## src/rtl/main.sv

```systemverilog
// SAP-1 computer: 6-T-state fetch/execute over a hard-coded 16x8 program.
// Define MAIN_SEVENSEG_EN to build the seven-segment decoders for LED1/LED2.
module main (
  input  logic       clk,
  input  logic       clr,
  output logic [7:0] out,
  output logic [6:0] LED1,
  output logic [6:0] LED2
);

  localparam int unsigned AW = 4;
  localparam int unsigned DW = 8;

  localparam logic [3:0] OP_LDA = 4'b0000;
  localparam logic [3:0] OP_ADD = 4'b0001;
  localparam logic [3:0] OP_SUB = 4'b0010;
  localparam logic [3:0] OP_OUT = 4'b1110;
  localparam logic [3:0] OP_HLT = 4'b1111;

  typedef enum logic [2:0] {
    T1 = 3'd0,
    T2 = 3'd1,
    T3 = 3'd2,
    T4 = 3'd3,
    T5 = 3'd4,
    T6 = 3'd5
  } tstate_e;

  tstate_e       state_q, state_d;
  logic [AW-1:0] pc_q, pc_d;
  logic [AW-1:0] mar_q, mar_d;
  logic [DW-1:0] ir_q, ir_d;
  logic [DW-1:0] a_q, a_d;
  logic [DW-1:0] b_q, b_d;
  logic [DW-1:0] out_q, out_d;
  logic          halt_q, halt_d;
  logic [DW-1:0] mem_rd;

  // Program ROM: LDA 9, ADD A, ADD B, SUB C, OUT, HLT plus its data words.
  function automatic logic [DW-1:0] rom(input logic [AW-1:0] addr);
    case (addr)
      4'h0:    rom = 8'h09;
      4'h1:    rom = 8'h1A;
      4'h2:    rom = 8'h1B;
      4'h3:    rom = 8'h2C;
      4'h4:    rom = 8'hE0;
      4'h5:    rom = 8'hF0;
      4'h9:    rom = 8'h10;
      4'hA:    rom = 8'h14;
      4'hB:    rom = 8'h18;
      4'hC:    rom = 8'h20;
      default: rom = 8'h00;
    endcase
  endfunction

  assign mem_rd = rom(mar_q);

  always_ff @(posedge clk or negedge clr) begin
    if (!clr) begin
      state_q <= T1;
      pc_q    <= '0;
      mar_q   <= '0;
      ir_q    <= '0;
      a_q     <= '0;
      b_q     <= '0;
      out_q   <= '0;
      halt_q  <= 1'b0;
    end else begin
      state_q <= state_d;
      pc_q    <= pc_d;
      mar_q   <= mar_d;
      ir_q    <= ir_d;
      a_q     <= a_d;
      b_q     <= b_d;
      out_q   <= out_d;
      halt_q  <= halt_d;
    end
  end

  // Ring counter and per-T-state micro-operations; everything holds once halted.
  always_comb begin
    state_d = state_q;
    pc_d    = pc_q;
    mar_d   = mar_q;
    ir_d    = ir_q;
    a_d     = a_q;
    b_d     = b_q;
    out_d   = out_q;
    halt_d  = halt_q;
    if (!halt_q) begin
      case (state_q)
        T1: begin
          mar_d   = pc_q;
          state_d = T2;
        end
        T2: begin
          pc_d    = pc_q + 4'd1;
          state_d = T3;
        end
        T3: begin
          ir_d    = mem_rd;
          state_d = T4;
        end
        T4: begin
          case (ir_q[7:4])
            OP_LDA, OP_ADD, OP_SUB: mar_d = ir_q[3:0];
            OP_OUT:                 out_d = a_q;
            OP_HLT:                 halt_d = 1'b1;
            default:                ;
          endcase
          state_d = T5;
        end
        T5: begin
          case (ir_q[7:4])
            OP_LDA:         a_d = mem_rd;
            OP_ADD, OP_SUB: b_d = mem_rd;
            default:        ;
          endcase
          state_d = T6;
        end
        T6: begin
          case (ir_q[7:4])
            OP_ADD:  a_d = a_q + b_q;
            OP_SUB:  a_d = a_q - b_q;
            default: ;
          endcase
          state_d = T1;
        end
        default: state_d = T1;
      endcase
    end
  end

  assign out = out_q;

`ifdef MAIN_SEVENSEG_EN
  // Active-low hex glyphs, bit0 = segment a .. bit6 = segment g.
  function automatic logic [6:0] seg7(input logic [3:0] nib);
    case (nib)
      4'h0:    seg7 = 7'b1000000;
      4'h1:    seg7 = 7'b1111001;
      4'h2:    seg7 = 7'b0100100;
      4'h3:    seg7 = 7'b0110000;
      4'h4:    seg7 = 7'b0011001;
      4'h5:    seg7 = 7'b0010010;
      4'h6:    seg7 = 7'b0000010;
      4'h7:    seg7 = 7'b1111000;
      4'h8:    seg7 = 7'b0000000;
      4'h9:    seg7 = 7'b0010000;
      4'hA:    seg7 = 7'b0001000;
      4'hB:    seg7 = 7'b0000011;
      4'hC:    seg7 = 7'b1000110;
      4'hD:    seg7 = 7'b0100001;
      4'hE:    seg7 = 7'b0000110;
      default: seg7 = 7'b0001110;
    endcase
  endfunction

  assign LED1 = seg7(out_q[7:4]);
  assign LED2 = seg7(out_q[3:0]);
`else
  assign LED1 = 7'b1111111;
  assign LED2 = 7'b1111111;
`endif

endmodule

```

## config.mk

```make
export PLATFORM = sky130hd
export DESIGN_NAME = main
export DESIGN_NICKNAME = d
export VERILOG_FILES = /design/src/rtl/main.sv
export SDC_FILE = /design/constraint.sdc
export NUM_CORES = 1
export LEC_CHECK = 0
export CAP_MARGIN = 20
export CORE_MARGIN = 2
export CORE_UTILIZATION = 45
export DETAILED_ROUTE_END_ITERATION = 6
export PLACE_DENSITY_LB_ADDON = 0.15
export SLEW_MARGIN = 20
export SYNTH_ARGS = -nofsm -noshare
export SYNTH_HDL_FRONTEND = slang
export SYNTH_SLANG_ARGS = --single-unit
```

## constraint.sdc

```tcl
create_clock -name clk -period 6.6 [get_ports clk]
set_clock_uncertainty 0.15 [all_clocks]
set_input_delay 1.32 -clock clk [delete_from_list [all_inputs] [get_ports clk]]
set_output_delay 1.32 -clock clk [all_outputs]
set_load 0.005 [all_outputs]
```

Word level (Yosys, flattened, before mapping)
Memory sizes are Yosys's and may differ from the RTL's.
Index checks and enable logic that the tools add are counted.

storage, ports and cells
  bits in registers = 44
  bits in read-only memories = 128
  output and inout port bits = 22
  word-level logic and storage cells = 46
  memories = 1

memory list
  name             depth  bits a word  read ports  clocked after Yosys merged registers in  write ports  line  text
  (no name shown)  16     8            1           0                                        0            41    case (addr)

operators by class
  add/subtract/negate cells = 3
  equality and inequality tests = 12
  multiplexer cells = 9
  bitwise operators = 1
  reduce and logical (&&, ||, !) cells = 12

operator list
  kind                 count
  $pmux 8 s2           2
  $pmux 3 s5           1
  $reduce_and 3->1     3
  $add 8x8->8          1
  $eq 4x4->1 const B   2
  $mux 8               1
  $pmux 4 s2           1
  $sub 8x8->8          1
  $eq 3x2->1 const B   2
  $eq 3x3->1 const B   2
  $add 4x1->4 const B  1
  $eq 4x1->1 const B   1
  $eq 4x2->1 const B   1
  $logic_not 4->1      1
  $mux 4               1
  $ne 2x1->1 const B   2
  $reduce_and 2->1     2
  $reduce_and 4->1     1
  $reduce_bool 2->1    2
  $eq 3x1->1 const B   1
  $logic_not 3->1      1
  $mux 1               3
  $ne 3x3->1 const B   1
  $reduce_or 3->1      1
  other kinds (2)      2

Longest topological paths before layout
  word-level depth = 4
  mapped depth = 10

Worst setup path before layout
Ideal clock, no wire load.

  path kind = register to register
  start = reg ir_q[4]
  end = reg a_q[6]
  data arrival time = 2.086 ns
  data required time = 6.328 ns
  path slack = 4.242 ns
  cell stages (with the launch flop) = 10
  buffers on the path = 1
  cells stage by stage = dfrtp_1 buf_2 nor3b_4 mux2i_1 fa_1 a21oi_1 o21ai_0 a21oi_1 mux2i_1 nand2_1

between the ends
  cells in the longest elaborated chain, start to end = 3
  elaborated cells on any way between the ends = 8
  classes of those cells = eq/ne (4); mux (2); reduce/logical (2)

ends and longest elaborated chain
  what                                                   line  text
  start, declared                                        32    logic [DW-1:0] ir_q, ir_d;
  start signal, assigned                                 72    ir_q <= ir_d;
  $eq 4x2->1, or another cell as far along               122   case (ir_q[7:4])
  $pmux 8 s2, or another cell as far along               122
  $pmux 8 s2 / $reduce_and 4->1 (equally long branches)  --
  end signal, assigned                                   64    a_q <= '0;
  end signal, assigned                                   73    a_q <= a_d;
  end, declared                                          33    logic [DW-1:0] a_q, a_d;

Several ways; a longest one is shown, not always the timed one.
A chain may end at the register's enable or synchronous reset.

Worst setup path in the final report
Ends and elaborated chain as after synthesis.

==> flow_summary.html <==
<table>
<tr><th>Metric</th><th>Value</th></tr>
<tr><th colspan="2">Layout</th></tr>
<tr><td>Inserted Diodes</td><td>0</td></tr>
<tr><td>Share of post-route cells with drive strength above 1</td><td>0.138</td></tr>
<tr><td>Final design area excluding fillers</td><td>approximately 2800 um^2</td></tr>
<tr><td>Number of nets in the layout</td><td>between 200 and 300</td></tr>
<tr><td>Synthesis-to-finish area growth</td><td>8.22%</td></tr>
<tr><td>Fill cell count</td><td>between 500 and 600</td></tr>
<tr><th colspan="2">Critical path</th></tr>
<tr><td>Nature of the critical path startpoint</td><td>flop</td></tr>
<tr><td>Required time of the critical path</td><td>about 6.6 ns</td></tr>
<tr><td>CP Max Fanout</td><td>10</td></tr>
<tr><td>End of the worst register-to-register path</td><td>a_q[6]$_DFFE_PN0P_</td></tr>
<tr><td>Launch point of the critical path</td><td>ir_q[4]$_DFFE_PN0P_</td></tr>
<tr><td>Worst setup EP type</td><td>flop</td></tr>
<tr><td>R2R Path Start</td><td>ir_q[4]$_DFFE_PN0P_</td></tr>
<tr><td>Cells on worst reg2reg path</td><td>8</td></tr>
<tr><td>Flop2flop setup slack</td><td>approximately 4.0 ns</td></tr>
<tr><td>End point of the critical path</td><td>a_q[6]$_DFFE_PN0P_</td></tr>
<tr><td>Crit path arrival time</td><td>~2.7 ns</td></tr>
<tr><td>Class of the most critical setup path</td><td>reg2reg</td></tr>
<tr><th colspan="2">Timing</th></tr>
<tr><td>Worst-margin pin slew</td><td>0.921 ns</td></tr>
<tr><td>Number of failing setup endpoints in the final timing report</td><td>0</td></tr>
<tr><td>Final worst-path cycle share</td><td>0.401</td></tr>
<tr><td>Relative slew slack</td><td>0.386</td></tr>
<tr><td>Setup repair after global routing missed its margin</td><td>false</td></tr>
<tr><td>Fmax</td><td>378 MHz</td></tr>
<tr><td>Final-report max-slew violation count</td><td>0</td></tr>
<tr><td>Total negative slack</td><td>0 ns</td></tr>
<tr><td>Number of hold-slack violations in the final timing report</td><td>0</td></tr>
<tr><td>Final period demand of the worst path</td><td>roughly 2.6 ns</td></tr>
<tr><th colspan="2">Routing</th></tr>
<tr><td>DRT antenna net count</td><td>0</td></tr>
<tr><td>DR WL met2</td><td>around 2.1 mm</td></tr>
<tr><td>Total number of vias</td><td>about 1700</td></tr>
<tr><td>DRC violations left</td><td>0</td></tr>
<tr><td>Highest routing layer actually used</td><td>met4</td></tr>
<tr><td>Wl on met1</td><td>between 2 and 2.5 mm</td></tr>
<tr><td>Detailed route wirelength on metal3</td><td>approximately 110 um</td></tr>
<tr><td>Count of TritonRoute iterations in the first routing pass</td><td>4</td></tr>
<tr><td>Overall routed net length</td><td>4.65 mm</td></tr>
<tr><td>DR WL/cell</td><td>approximately 14 um</td></tr>
<tr><td>Number of vias per cell after detailed routing</td><td>5.13</td></tr>
<tr><td>Starting DRT DRC Count</td><td>just under 70</td></tr>
<tr><th colspan="2">Global routing</th></tr>
<tr><td>Overflow left after global routing</td><td>0</td></tr>
<tr><td>Antenna violations before repair</td><td>0</td></tr>
<tr><td>Number of global-route vias before repair</td><td>about 1700</td></tr>
<tr><td>Pin count of the biggest net entering global routing</td><td>43</td></tr>
<tr><td>Wire length of the first global-routing pass</td><td>between 8 and 9 mm</td></tr>
<tr><td>Overall routing resource usage</td><td>0.168</td></tr>
<tr><th colspan="2">Floorplanning</th></tr>
<tr><td>Count of boundary I/O pins</td><td>24</td></tr>
<tr><td>Die extent in x</td><td>79.4 um</td></tr>
<tr><td>Num rows</td><td>27</td></tr>
<tr><td>Die boundary height</td><td>79.4 um</td></tr>
<tr><td>Core area</td><td>roughly 5500 um^2</td></tr>
<tr><td>Die area</td><td>roughly 6300 um^2</td></tr>
<tr><td>Initial Util</td><td>0.464</td></tr>
<tr><th colspan="2">Yosys</th></tr>
<tr><td>Area contributors post-synth</td><td>sky130_fd_sc_hd__dfrtp_1 (41%), sky130_fd_sc_hd__mux2_2 (7.5%), sky130_fd_sc_hd__ha_1 (6.8%)</td></tr>
<tr><td>Number of warnings printed during yosys synthesis</td><td>0</td></tr>
<tr><td>Number of enable flip-flop cells after synthesis</td><td>0</td></tr>
<tr><td>Sequential share of the synthesized area</td><td>0.411</td></tr>
<tr><td>Most instantiated flip-flop cell in the synthesis netlist</td><td>sky130_fd_sc_hd__dfrtp_1</td></tr>
<tr><td>Post-synthesis instance total</td><td>255</td></tr>
<tr><td>Top cell type by total area after synthesis</td><td>sky130_fd_sc_hd__dfrtp_1</td></tr>
<tr><td>Proportion of synthesized flip-flops having asynchronous set or reset</td><td>1.00</td></tr>
<tr><td>Share of the synthesized area in the top cell type</td><td>0.411</td></tr>
<tr><td>Netlist cell types</td><td>44</td></tr>
<tr><td>Total of flip-flops plus latches after synthesis</td><td>42</td></tr>
<tr><td>Avg Cell Area, Syn</td><td>approximately 10 um^2</td></tr>
<tr><td>Synthesized area</td><td>around 2600 um^2</td></tr>
<tr><th colspan="2">Clocking</th></tr>
<tr><td>Number of H-tree levels</td><td>2</td></tr>
<tr><td>Sinks on Clock Net</td><td>42</td></tr>
<tr><td>Clock Latency Late Sink</td><td>between 0.2 and 0.3 ns</td></tr>
<tr><td>Number of buffers added by the clock tree synthesis step</td><td>5</td></tr>
<tr><td>Buffers from clock root to sink, at most</td><td>2</td></tr>
<tr><td>Clock slew seen by the registers of the worst setup and hold paths</td><td>~0.08 ns</td></tr>
<tr><td>Number of buffers added for setup after CTS</td><td>0</td></tr>
<tr><td>Clock Root Buffer</td><td>sky130_fd_sc_hd__clkbuf_8</td></tr>
<tr><td>Total of cells resized after clock tree synthesis</td><td>0</td></tr>
<tr><td>TritonCTS clock tree</td><td>built</td></tr>
<tr><td>CTS hold repair buffers</td><td>0</td></tr>
<tr><th colspan="2">Job</th></tr>
<tr><td>Number of max-capacitance violations reported</td><td>0</td></tr>
<tr><th colspan="2">Power and ir drop</th></tr>
<tr><td>Sequential Power Share</td><td>0.499</td></tr>
<tr><td>Pint</td><td>0.419 mW</td></tr>
<tr><td>IR Drop Worst-Case VDD</td><td>about 150 uV</td></tr>
<tr><td>Comb power frac</td><td>0.013</td></tr>
<tr><td>PwrDens</td><td>186 nW/um^2</td></tr>
<tr><td>Clock share of power</td><td>0.488</td></tr>
<tr><td>Net load switching power</td><td>between 0.09 and 0.1 mW</td></tr>
<tr><td>Cell leakage power</td><td>1.25 nW</td></tr>
<tr><td>Sw Share</td><td>0.188</td></tr>
<tr><th colspan="2">Worst hold path</th></tr>
<tr><td>Hold-critical path depth</td><td>1</td></tr>
<tr><td>Path type of the worst min-delay path</td><td>reg2reg</td></tr>
<tr><td>Worst Hold Launch</td><td>pc_q[3]$_DFFE_PN0P_</td></tr>
<tr><th colspan="2">Placed design</th></tr>
<tr><td>Half-perimeter wire length after placement</td><td>approximately 3.4 mm</td></tr>
<tr><td>Routability congestion estimate</td><td>between 0.7 and 0.8</td></tr>
<tr><td>IO Port Bufs</td><td>9</td></tr>
<tr><td>Post-detailed-placement cell area</td><td>between 2000 and 3000 um^2</td></tr>
<tr><th colspan="2">Status</th></tr>
<tr><td>Outcome</td><td>complete, no violations</td></tr>
</table>
registers in the layout, summed over array words and instances, names as in the netlist:
signal,flops
a_q,8
out,8
b_q,7
ir_q,7
mar_q,4
pc_q,4
state_q,3
halt_q,1
stage by stage:
step           worst slack (ns)   util  total power [mW]  hold slack [ns]  cells
3_3_place_gp               4.05  0.477             0.269            0.317    325
5_1_grt                    3.78  0.503             0.535            0.353    333
2_1_floorplan              4.24      -             0.270            0.295    268
3_5_place_dp               4.02  0.477             0.270            0.316    325
6_report                   3.95  0.503             0.516            0.328    333
4_1_cts                    3.96  0.503             0.523            0.333    333
cells in the mapped netlist (3+ instances only):
| cell | n |
|---|---|
| sky130_fd_sc_hd__mux2_2 | 17 |
| sky130_fd_sc_hd__nor2b_1 | 3 |
| sky130_fd_sc_hd__nor3_1 | 7 |
| sky130_fd_sc_hd__o21ai_0 | 17 |
| sky130_fd_sc_hd__nor2_1 | 20 |
| sky130_fd_sc_hd__inv_1 | 9 |
| sky130_fd_sc_hd__buf_4 | 14 |
| sky130_fd_sc_hd__dfrtp_1 | 42 |
| sky130_fd_sc_hd__nand2_1 | 21 |
| sky130_fd_sc_hd__clkbuf_1 | 4 |
| sky130_fd_sc_hd__mux2i_1 | 10 |
| sky130_fd_sc_hd__xor2_1 | 4 |
| sky130_fd_sc_hd__ha_1 | 14 |
| sky130_fd_sc_hd__buf_2 | 5 |
| sky130_fd_sc_hd__a211oi_1 | 4 |
| sky130_fd_sc_hd__xnor2_1 | 9 |
| sky130_fd_sc_hd__a21oi_1 | 24 |
kinds of logic after synthesis:
logic type / after synthesis / synth area share
muxes: 27 / 0.114
adders and majority gates: 15 / 0.0763
AOI/OAI and AO/OA: 58 / 0.137
xor gates and xnor gates: 13 / 0.0445
other: 1 / 0.00147
DFF: 42 / 0.411
buffers and inverters: 34 / 0.0758
and+or+nand+nor: 65 / 0.139
layer usage:
metal,GRT usage,vias to the layer above
li1,-,872
met1,0.243,810
met2,0.253,20
met3,0.0317,6
met4,0.0569,0
met5,0,-
layout by cell type (no fill, tap or decap), types with 2 or more instances in the layout:
cell type / n
sky130_fd_sc_hd__xor2_1: 4
sky130_fd_sc_hd__a21oi_1: 24
sky130_fd_sc_hd__mux2i_1: 10
sky130_fd_sc_hd__clkbuf_8: 6
sky130_fd_sc_hd__and3_1: 2
sky130_fd_sc_hd__o21bai_1: 2
sky130_fd_sc_hd__nand2_1: 21
sky130_fd_sc_hd__o21ai_0: 17
sky130_fd_sc_hd__nand3b_1: 2
sky130_fd_sc_hd__dfrtp_1: 42
sky130_fd_sc_hd__a21o_1: 2
sky130_fd_sc_hd__mux2_2: 17
sky130_fd_sc_hd__bufinv_16: 2
sky130_fd_sc_hd__a211oi_1: 4
sky130_fd_sc_hd__nor2_1: 20
sky130_fd_sc_hd__nor3_1: 7
sky130_fd_sc_hd__clkdlybuf4s50_1: 8
sky130_fd_sc_hd__nor2b_1: 3
sky130_fd_sc_hd__conb_1: 14
sky130_fd_sc_hd__inv_1: 9
sky130_fd_sc_hd__xnor2_1: 9
sky130_fd_sc_hd__ha_1: 14
worst max-delay path, cell delays in order (launching register included):
cell and delay, ns:
sky130_fd_sc_hd__dfrtp_1 0.50, sky130_fd_sc_hd__nor3b_4 0.42, sky130_fd_sc_hd__mux2i_1 0.19, sky130_fd_sc_hd__fa_1 0.45
sky130_fd_sc_hd__a21oi_1 0.22, sky130_fd_sc_hd__o21ai_0 0.12, sky130_fd_sc_hd__a21oi_1 0.19, sky130_fd_sc_hd__mux2i_1 0.21
sky130_fd_sc_hd__nand2_1 0.07
how the worst min path moves through the flow:
stage | end | slack (ns)
floorplan | pc_q[3]$_DFFE_PN0P_ | 0.30
global placement | pc_q[3]$_DFFE_PN0P_ | 0.32
detailed placement | pc_q[3]$_DFFE_PN0P_ | 0.32
CTS | pc_q[3]$_DFFE_PN0P_ | 0.33
global route | pc_q[3]$_DFFE_PN0P_ | 0.35
finish | pc_q[3]$_DFFE_PN0P_ | 0.33
final cells by class:
cell class	instances	area [um^2]	share of cell area
inverter	10	37.5	0.0136
sequential	42	1050	0.380
clock inverter	2	60.1	0.0217
clock buffer	6	82.6	0.0298
tap	72	90.1	0.0325
timing repair buffer	9	85.1	0.0307
multi-input combinational	192	1360	0.492
power by group through the flow:
stage	logic, mW	registers [mW]	clock network (mW)
CTS	0.00732	0.257	0.259
floorplan	0.00774	0.262	0
finish	0.00682	0.257	0.252
global route	0.00867	0.257	0.269
global placement	0.00724	0.262	0
detailed placement	0.00731	0.262	0
(Power assumes the default switching activity.)
